## config.mk

```make
export PLATFORM = sky130hd
export DESIGN_NAME = sobel_gradient_stream
export DESIGN_NICKNAME = d
export VERILOG_FILES = /design/src/rtl/sobel_gradient_stream_pkg.sv /design/src/rtl/sobel_gradient_stream_isqrt.sv /design/src/rtl/sobel_gradient_stream.sv
export SDC_FILE = /design/constraint.sdc
export NUM_CORES = 1
export LEC_CHECK = 0
export ABC_AREA = 1
export ABC_CLOCK_PERIOD_IN_PS = 18400
export BUFFER_PORTS_ARGS = -buffer_cell sky130_fd_sc_hd__buf_2
export CAP_MARGIN = 20
export CELL_PAD_IN_SITES_DETAIL_PLACEMENT = 2
export CELL_PAD_IN_SITES_GLOBAL_PLACEMENT = 2
export CORE_ASPECT_RATIO = 0.8
export CORE_MARGIN = 2
export CORE_UTILIZATION = 37
export DETAILED_ROUTE_END_ITERATION = 10
export GPL_TIMING_DRIVEN = 0
export PLACE_DENSITY = 0.91
export SETUP_SLACK_MARGIN = 0.1
export SYNTH_ARGS = -nofsm -noshare
export SYNTH_HDL_FRONTEND = slang
export SYNTH_SLANG_ARGS = --single-unit
```

## constraint.sdc

```tcl
create_clock -name clk -period 18.4 [get_ports clk]
set_input_delay 1.84 -clock clk [delete_from_list [all_inputs] [get_ports clk]]
set_output_delay 1.84 -clock clk [all_outputs]
set_load 0.005 [all_outputs]
```

## src/rtl/sobel_gradient_stream_pkg.sv

```systemverilog
// rtl/sobel_gradient_stream_pkg.sv - Sobel kernels, direction enum and tangent constants
package sobel_gradient_stream_pkg;

    typedef enum logic [1:0] {
        DIR_0   = 2'd0,
        DIR_45  = 2'd1,
        DIR_90  = 2'd2,
        DIR_135 = 2'd3
    } dir_e;

    // Tap i = row*3+col, row 0 at the top, col 0 at the left
    localparam int SOBEL_X [9] = '{-1, 0, 1, -2, 0, 2, -1, 0, 1};
    localparam int SOBEL_Y [9] = '{-1, -2, -1, 0, 0, 0, 1, 2, 1};

    // tan(22.5deg) ~= 2/5 and tan(67.5deg) ~= 5/2 bound the diagonal sectors
    localparam int TAN_NUM = 2;
    localparam int TAN_DEN = 5;

endpackage

```

## src/rtl/sobel_gradient_stream_isqrt.sv

```systemverilog
// rtl/sobel_gradient_stream_isqrt.sv - combinational floor integer square root (digit recurrence)
module isqrt_comb #(
    parameter  int IN_W  = 21,
    localparam int OUT_W = (IN_W + 1) / 2
) (
    input  logic [IN_W-1:0]  din,
    output logic [OUT_W-1:0] root
);

    logic [2*OUT_W-1:0] din_pad;
    logic [OUT_W+1:0]   rem;
    logic [OUT_W+1:0]   trial;
    logic [OUT_W-1:0]   q;

    // One result bit per pair of input bits, MSB first; rem never exceeds 2*q
    always_comb begin
        din_pad = (2*OUT_W)'(din);
        rem     = '0;
        trial   = '0;
        q       = '0;
        for (int i = OUT_W - 1; i >= 0; i--) begin
            rem   = {rem[OUT_W-1:0], din_pad[2*i +: 2]};
            trial = {q, 2'b01};
            if (rem >= trial) begin
                rem = rem - trial;
                q   = {q[OUT_W-2:0], 1'b1};
            end else begin
                q   = {q[OUT_W-2:0], 1'b0};
            end
        end
        root = q;
    end

endmodule

```

## src/rtl/sobel_gradient_stream.sv

```systemverilog
// rtl/sobel_gradient_stream.sv - 4-stage Sobel magnitude/edge/direction pipeline; GRAD_DIR_EN enables direction
module sobel_gradient_stream
    import sobel_gradient_stream_pkg::*;
#(
    parameter  int PIX_W = 8,
    parameter  int CNT_W = 20,
    localparam int G_W   = PIX_W + 3,
    localparam int MAG_W = PIX_W + 3
) (
    input  logic               clk,
    input  logic               rst,
    input  logic               in_valid,
    output logic               in_ready,
    input  logic [9*PIX_W-1:0] in_window,
    input  logic               in_sof,
    input  logic [MAG_W-1:0]   cfg_thresh,
    output logic               out_valid,
    input  logic               out_ready,
    output logic [MAG_W-1:0]   out_mag,
    output logic [1:0]         out_dir,
    output logic               out_edge,
    output logic               out_sof,
    output logic [CNT_W-1:0]   edge_count
);

    localparam int A_W   = G_W - 1;
    localparam int SQ_W  = 2*G_W - 2;
    localparam int SUM_W = 2*G_W - 1;
    localparam int D_W   = G_W + 2;

    logic adv;

    logic signed [G_W-1:0] gx_c, gy_c, pix_s;
    logic                  s1_valid, s1_sof;
    logic signed [G_W-1:0] s1_gx, s1_gy;

    logic [A_W-1:0]        ax_c, ay_c;
    logic                  s2_valid, s2_sof;
    logic [SQ_W-1:0]       s2_gx2, s2_gy2;

    logic                  s3_valid, s3_sof;
    logic [SUM_W-1:0]      s3_sum;

    logic [MAG_W-1:0]      mag_c;

    // Whole pipeline moves as one; bubbles are carried, not squeezed
    assign adv      = !out_valid || out_ready;
    assign in_ready = adv;

    function automatic logic [A_W-1:0] abs_g(input logic signed [G_W-1:0] v);
        return v[G_W-1] ? (~v[A_W-1:0] + A_W'(1)) : v[A_W-1:0];
    endfunction

    // Pixels are unsigned; G_W leaves headroom so partial sums never wrap
    always_comb begin
        gx_c  = '0;
        gy_c  = '0;
        pix_s = '0;
        for (int i = 0; i < 9; i++) begin
            pix_s = signed'(G_W'(in_window[i*PIX_W +: PIX_W]));
            gx_c  = gx_c + signed'(G_W'(SOBEL_X[i])) * pix_s;
            gy_c  = gy_c + signed'(G_W'(SOBEL_Y[i])) * pix_s;
        end
    end

    assign ax_c = abs_g(s1_gx);
    assign ay_c = abs_g(s1_gy);

    always_ff @(posedge clk) begin
        if (rst) begin
            s1_valid <= 1'b0;
            s1_sof   <= 1'b0;
            s1_gx    <= '0;
            s1_gy    <= '0;
            s2_valid <= 1'b0;
            s2_sof   <= 1'b0;
            s2_gx2   <= '0;
            s2_gy2   <= '0;
            s3_valid <= 1'b0;
            s3_sof   <= 1'b0;
            s3_sum   <= '0;
        end else if (adv) begin
            s1_valid <= in_valid;
            s1_sof   <= in_sof;
            s1_gx    <= gx_c;
            s1_gy    <= gy_c;
            s2_valid <= s1_valid;
            s2_sof   <= s1_sof;
            s2_gx2   <= SQ_W'(ax_c) * SQ_W'(ax_c);
            s2_gy2   <= SQ_W'(ay_c) * SQ_W'(ay_c);
            s3_valid <= s2_valid;
            s3_sof   <= s2_sof;
            s3_sum   <= SUM_W'(s2_gx2) + SUM_W'(s2_gy2);
        end
    end

    isqrt_comb #(
        .IN_W (SUM_W)
    ) u_isqrt (
        .din  (s3_sum),
        .root (mag_c)
    );

    // Threshold is sampled as the result enters S4, so in-flight flags never change
    always_ff @(posedge clk) begin
        if (rst) begin
            out_valid <= 1'b0;
            out_mag   <= '0;
            out_edge  <= 1'b0;
            out_sof   <= 1'b0;
        end else if (adv) begin
            out_valid <= s3_valid;
            out_mag   <= mag_c;
            out_edge  <= (mag_c > cfg_thresh);
            out_sof   <= s3_sof;
        end
    end

`ifdef GRAD_DIR_EN
    dir_e dir_c, s2_dir, s3_dir, out_dir_q;

    // Both components are non-zero whenever the diagonal branches are reached
    always_comb begin
        dir_c = DIR_0;
        if (D_W'(TAN_DEN) * D_W'(ay_c) <= D_W'(TAN_NUM) * D_W'(ax_c))
            dir_c = DIR_0;
        else if (D_W'(TAN_NUM) * D_W'(ay_c) >= D_W'(TAN_DEN) * D_W'(ax_c))
            dir_c = DIR_90;
        else if (s1_gx[G_W-1] == s1_gy[G_W-1])
            dir_c = DIR_45;
        else
            dir_c = DIR_135;
    end

    always_ff @(posedge clk) begin
        if (rst) begin
            s2_dir    <= DIR_0;
            s3_dir    <= DIR_0;
            out_dir_q <= DIR_0;
        end else if (adv) begin
            s2_dir    <= dir_c;
            s3_dir    <= s2_dir;
            out_dir_q <= s3_dir;
        end
    end

    assign out_dir = out_dir_q;
`else
    assign out_dir = DIR_0;
`endif

    always_ff @(posedge clk) begin
        if (rst) begin
            edge_count <= '0;
        end else if (out_valid && out_ready) begin
            if (out_sof)
                edge_count <= CNT_W'(out_edge);
            else if (out_edge && (edge_count != '1))
                edge_count <= edge_count + CNT_W'(1);
        end
    end

endmodule

```

==> results.json <==
{
  "rsz0062_at_grt": "no",
  "place.gp.congestion": 0.8837,
  "tightest_slew_ns": 0.9708,
  "yosysSeqAreaShare_pct": 13.23,
  "endpoint_kind": "register",
  "drtAntennaViolNets": 0,
  "syn_avg_cell_area_um2": 7.258,
  "period_share_pct": 94.02,
  "numCtsBuffers": 17,
  "synth_ff_type": "dfxtp_1",
  "cts_root_buf": "clkbuf_16",
  "cp_max_fo": 13,
  "final_core_util_pct": 42.16,
  "syn_area_mm2": 0.01785,
  "slowest_delay_ns": 0.50,
  "cpMostUsedCell": "nand2_1",
  "critical_path_class": "reg -> reg",
  "synth_edf_count": 0,
  "drv_slew": 0,
  "cts_hold_buf": 0,
  "gr-total-overflow": 0,
  "numPortBuffers": 114,
  "insertion_delay_ns": 0.46,
  "ctsHtreeMaxLevel": 4,
  "layout_commonest_cell": "inv_1",
  "cp.arrival_ns": 17.68,
  "critical-path-top-delay-family": "simple AND/OR/NAND/NOR gates",
  "antenna_found_initial": 6,
  "max_cap_violations": 0,
  "grt_pass1_wl_mm": 123.6,
  "min_period_ns": 17.30,
  "vias": 18090,
  "final_cell_mix": "491 x inv_1, 409 x nand2_1, 218 x ha_1",
  "die_h_um": 200.5,
  "wirelength_mm": 79.82,
  "clk_path_buf_depth": 2,
  "relSlewSlack_pct": 34.60,
  "outcome": "finished, final reports clean",
  "crit_slowest_cell": "dfxtp_1",
  "area_growth_pct": 11.81,
  "drt_iter0_drc": 1164,
  "hold_violations": 0,
  "max_freq_mhz": 57.81,
  "cp-start-kind": "register",
  "dieArea_mm2": 0.05004,
  "dr.pass1.iters": 7,
  "drive_gt1_share_pct": 11.31,
  "drc_errors": 0,
  "synth.distinct_cells": 56,
  "grt_use_met2_pct": 55.91,
  "met3_usage_pct": 4.383,
  "met1_usage_pct": 38.58,
  "syn_inst": 2460,
  "ys_async_sr_fraction_pct": 0,
  "layout.nets": 3071,
  "synth-seq-cells": 118,
  "grt_max_degree": 18,
  "hpwlAfterDp_mm": 60.33,
  "avgViaCountPerCell": 5.587,
  "grt_busiest_layer": "met2",
  "num_rows": 71,
  "setup_viol": 0,
  "cts_tree": "built",
  "required_ns": 18.78,
  "hp-class": "reg -> reg",
  "wl_per_cell_um": 24.65,
  "critPathBufInv": 18,
  "die_x_um": 249.6,
  "grt_use_total_pct": 31.73,
  "skew_ns": 0.01466,
  "ys_warn_count": 0,
  "grt_pass1_vias": 21020,
  "clkTransAtPathRegs_ns": 0.07,
  "start_util_pct": 37.71,
  "core-area_mm2": 0.04735,
  "cts_num_sinks": 118,
  "pin_count": 125
}
[path summary, 6_finish.rpt]
| kind | startpoint | to | slack (ns) | cells past startpoint |
|---|---|---|---|---|
| worst min-delay path | edge_count[13] | edge_count[13] | 0.50 | 2 |
| worst max-delay path | s3_sum[18] | out_edge | 1.10 | 97 |
| worst max register to register | s3_sum[18] | out_edge | 1.10 | 97 |
| worst min register to register | edge_count[13] | edge_count[13] | 0.50 | 2 |
[metrics by stage]
step                      setup TNS [ns]  area, um^2  instances  hold slack [ns]  worst slack (ns)
after global placement           -0.3099       19200       3195           0.4457           -0.3099
after CTS                              0       19840       3232           0.4988            0.1481
after detailed placement          -2.261       19200       3195           0.4652            -1.483
after global routing                   0       19960       3238           0.5258            0.1701
after floorplan                        0       17860       2461           0.4297             4.730
final                                  0       19960       3238           0.5029             1.101
[sequential cells by signal, indices dropped and copies added, names as in the netlist]
name        cells
edge_count     20
out_edge        1
out_mag        11
out_sof         1
out_valid       1
s1_gx          11
s1_gy          10
s1_sof          1
s1_valid        1
s2_gx2         19
s2_gy2         18
s2_sof          1
s2_valid        1
s3_sof          1
s3_sum         20
s3_valid        1
[cells in the mapped netlist, drive strengths merged (2+ instances only)]
cell | count | share of area (%)
inv | 501 | 11
nand2 | 444 | 10
ha | 226 | 16
nor2 | 217 | 5.2
o21ai | 165 | 4.7
fa | 154 | 17
a21oi | 142 | 4.1
dfxtp | 118 | 13
nand3 | 107 | 3.4
xor2 | 87 | 4.3
xnor2 | 53 | 2.6
o21bai | 42 | 1.8
clkbuf | 39 | 0.82
nor3 | 36 | 1.0
o211ai | 29 | 1.2
nand4 | 19 | 0.74
or2 | 12 | 0.42
buf | 10 | 0.53
a21o | 8 | 0.34
a211oi | 7 | 0.29
nand3b | 7 | 0.29
clkinv | 5 | 0.11
a221oi | 4 | 0.20
and3 | 3 | 0.11
nor3b | 3 | 0.13
o21a | 3 | 0.13
a21boi | 2 | 0.084
a31oi | 2 | 0.070
and2 | 2 | 0.077
nor4 | 2 | 0.070
o311ai | 2 | 0.098
o31ai | 2 | 0.084
or3 | 2 | 0.070
[final cells by class]
cell class	instances	area, um^2
antenna	2	5.005
buffer	49	247.7
clock buffer	19	452.9
clock inverter	13	121.4
fill	5535	27390
inverter	506	1912
multi-input combinational	1788	13450
sequential	118	2362
tap	620	775.7
timing repair buffer	123	638.1
[routing by layer]
metal | routed length (um) | vias up
met2 | 39460 | 516
met1 | 33630 | 9316
met4 | 3214 | 2
met5 | 13 | -
met3 | 3501 | 207
li1 | - | 8051
[logic make-up (layout without fill, tap and decap cells)]
logic type / count (synthesis) / count (layout) / synth area share, %
buffers and inverters: 555 / 710 / 11.98
other: 1 / 4 / 0.02100
AND/OR/NAND/NOR: 854 / 854 / 21.53
adder cells (fa/ha/maj): 380 / 380 / 33.10
AO/OA/AOI/OAI: 412 / 412 / 13.22
flip-flops: 118 / 118 / 13.23
XOR/XNOR: 140 / 140 / 6.910
[tightest hold or removal path, delay by kind of cell, from the launching register on]
kind            cells  cell delay (ns)
flops               1             0.32
compound gates      1             0.07
buf+inv             1             0.07
[repair_timing]
action	CTS	global route
setup endpoints to repair	2	2
gates cloned	0	0
gates resized for setup	11	43
pin swaps	2	3
setup buffers	5	4
Power is left out: the tool's default activity adds up to more than one toggle a clock period on the data nets, which glitch-free logic cannot reach.
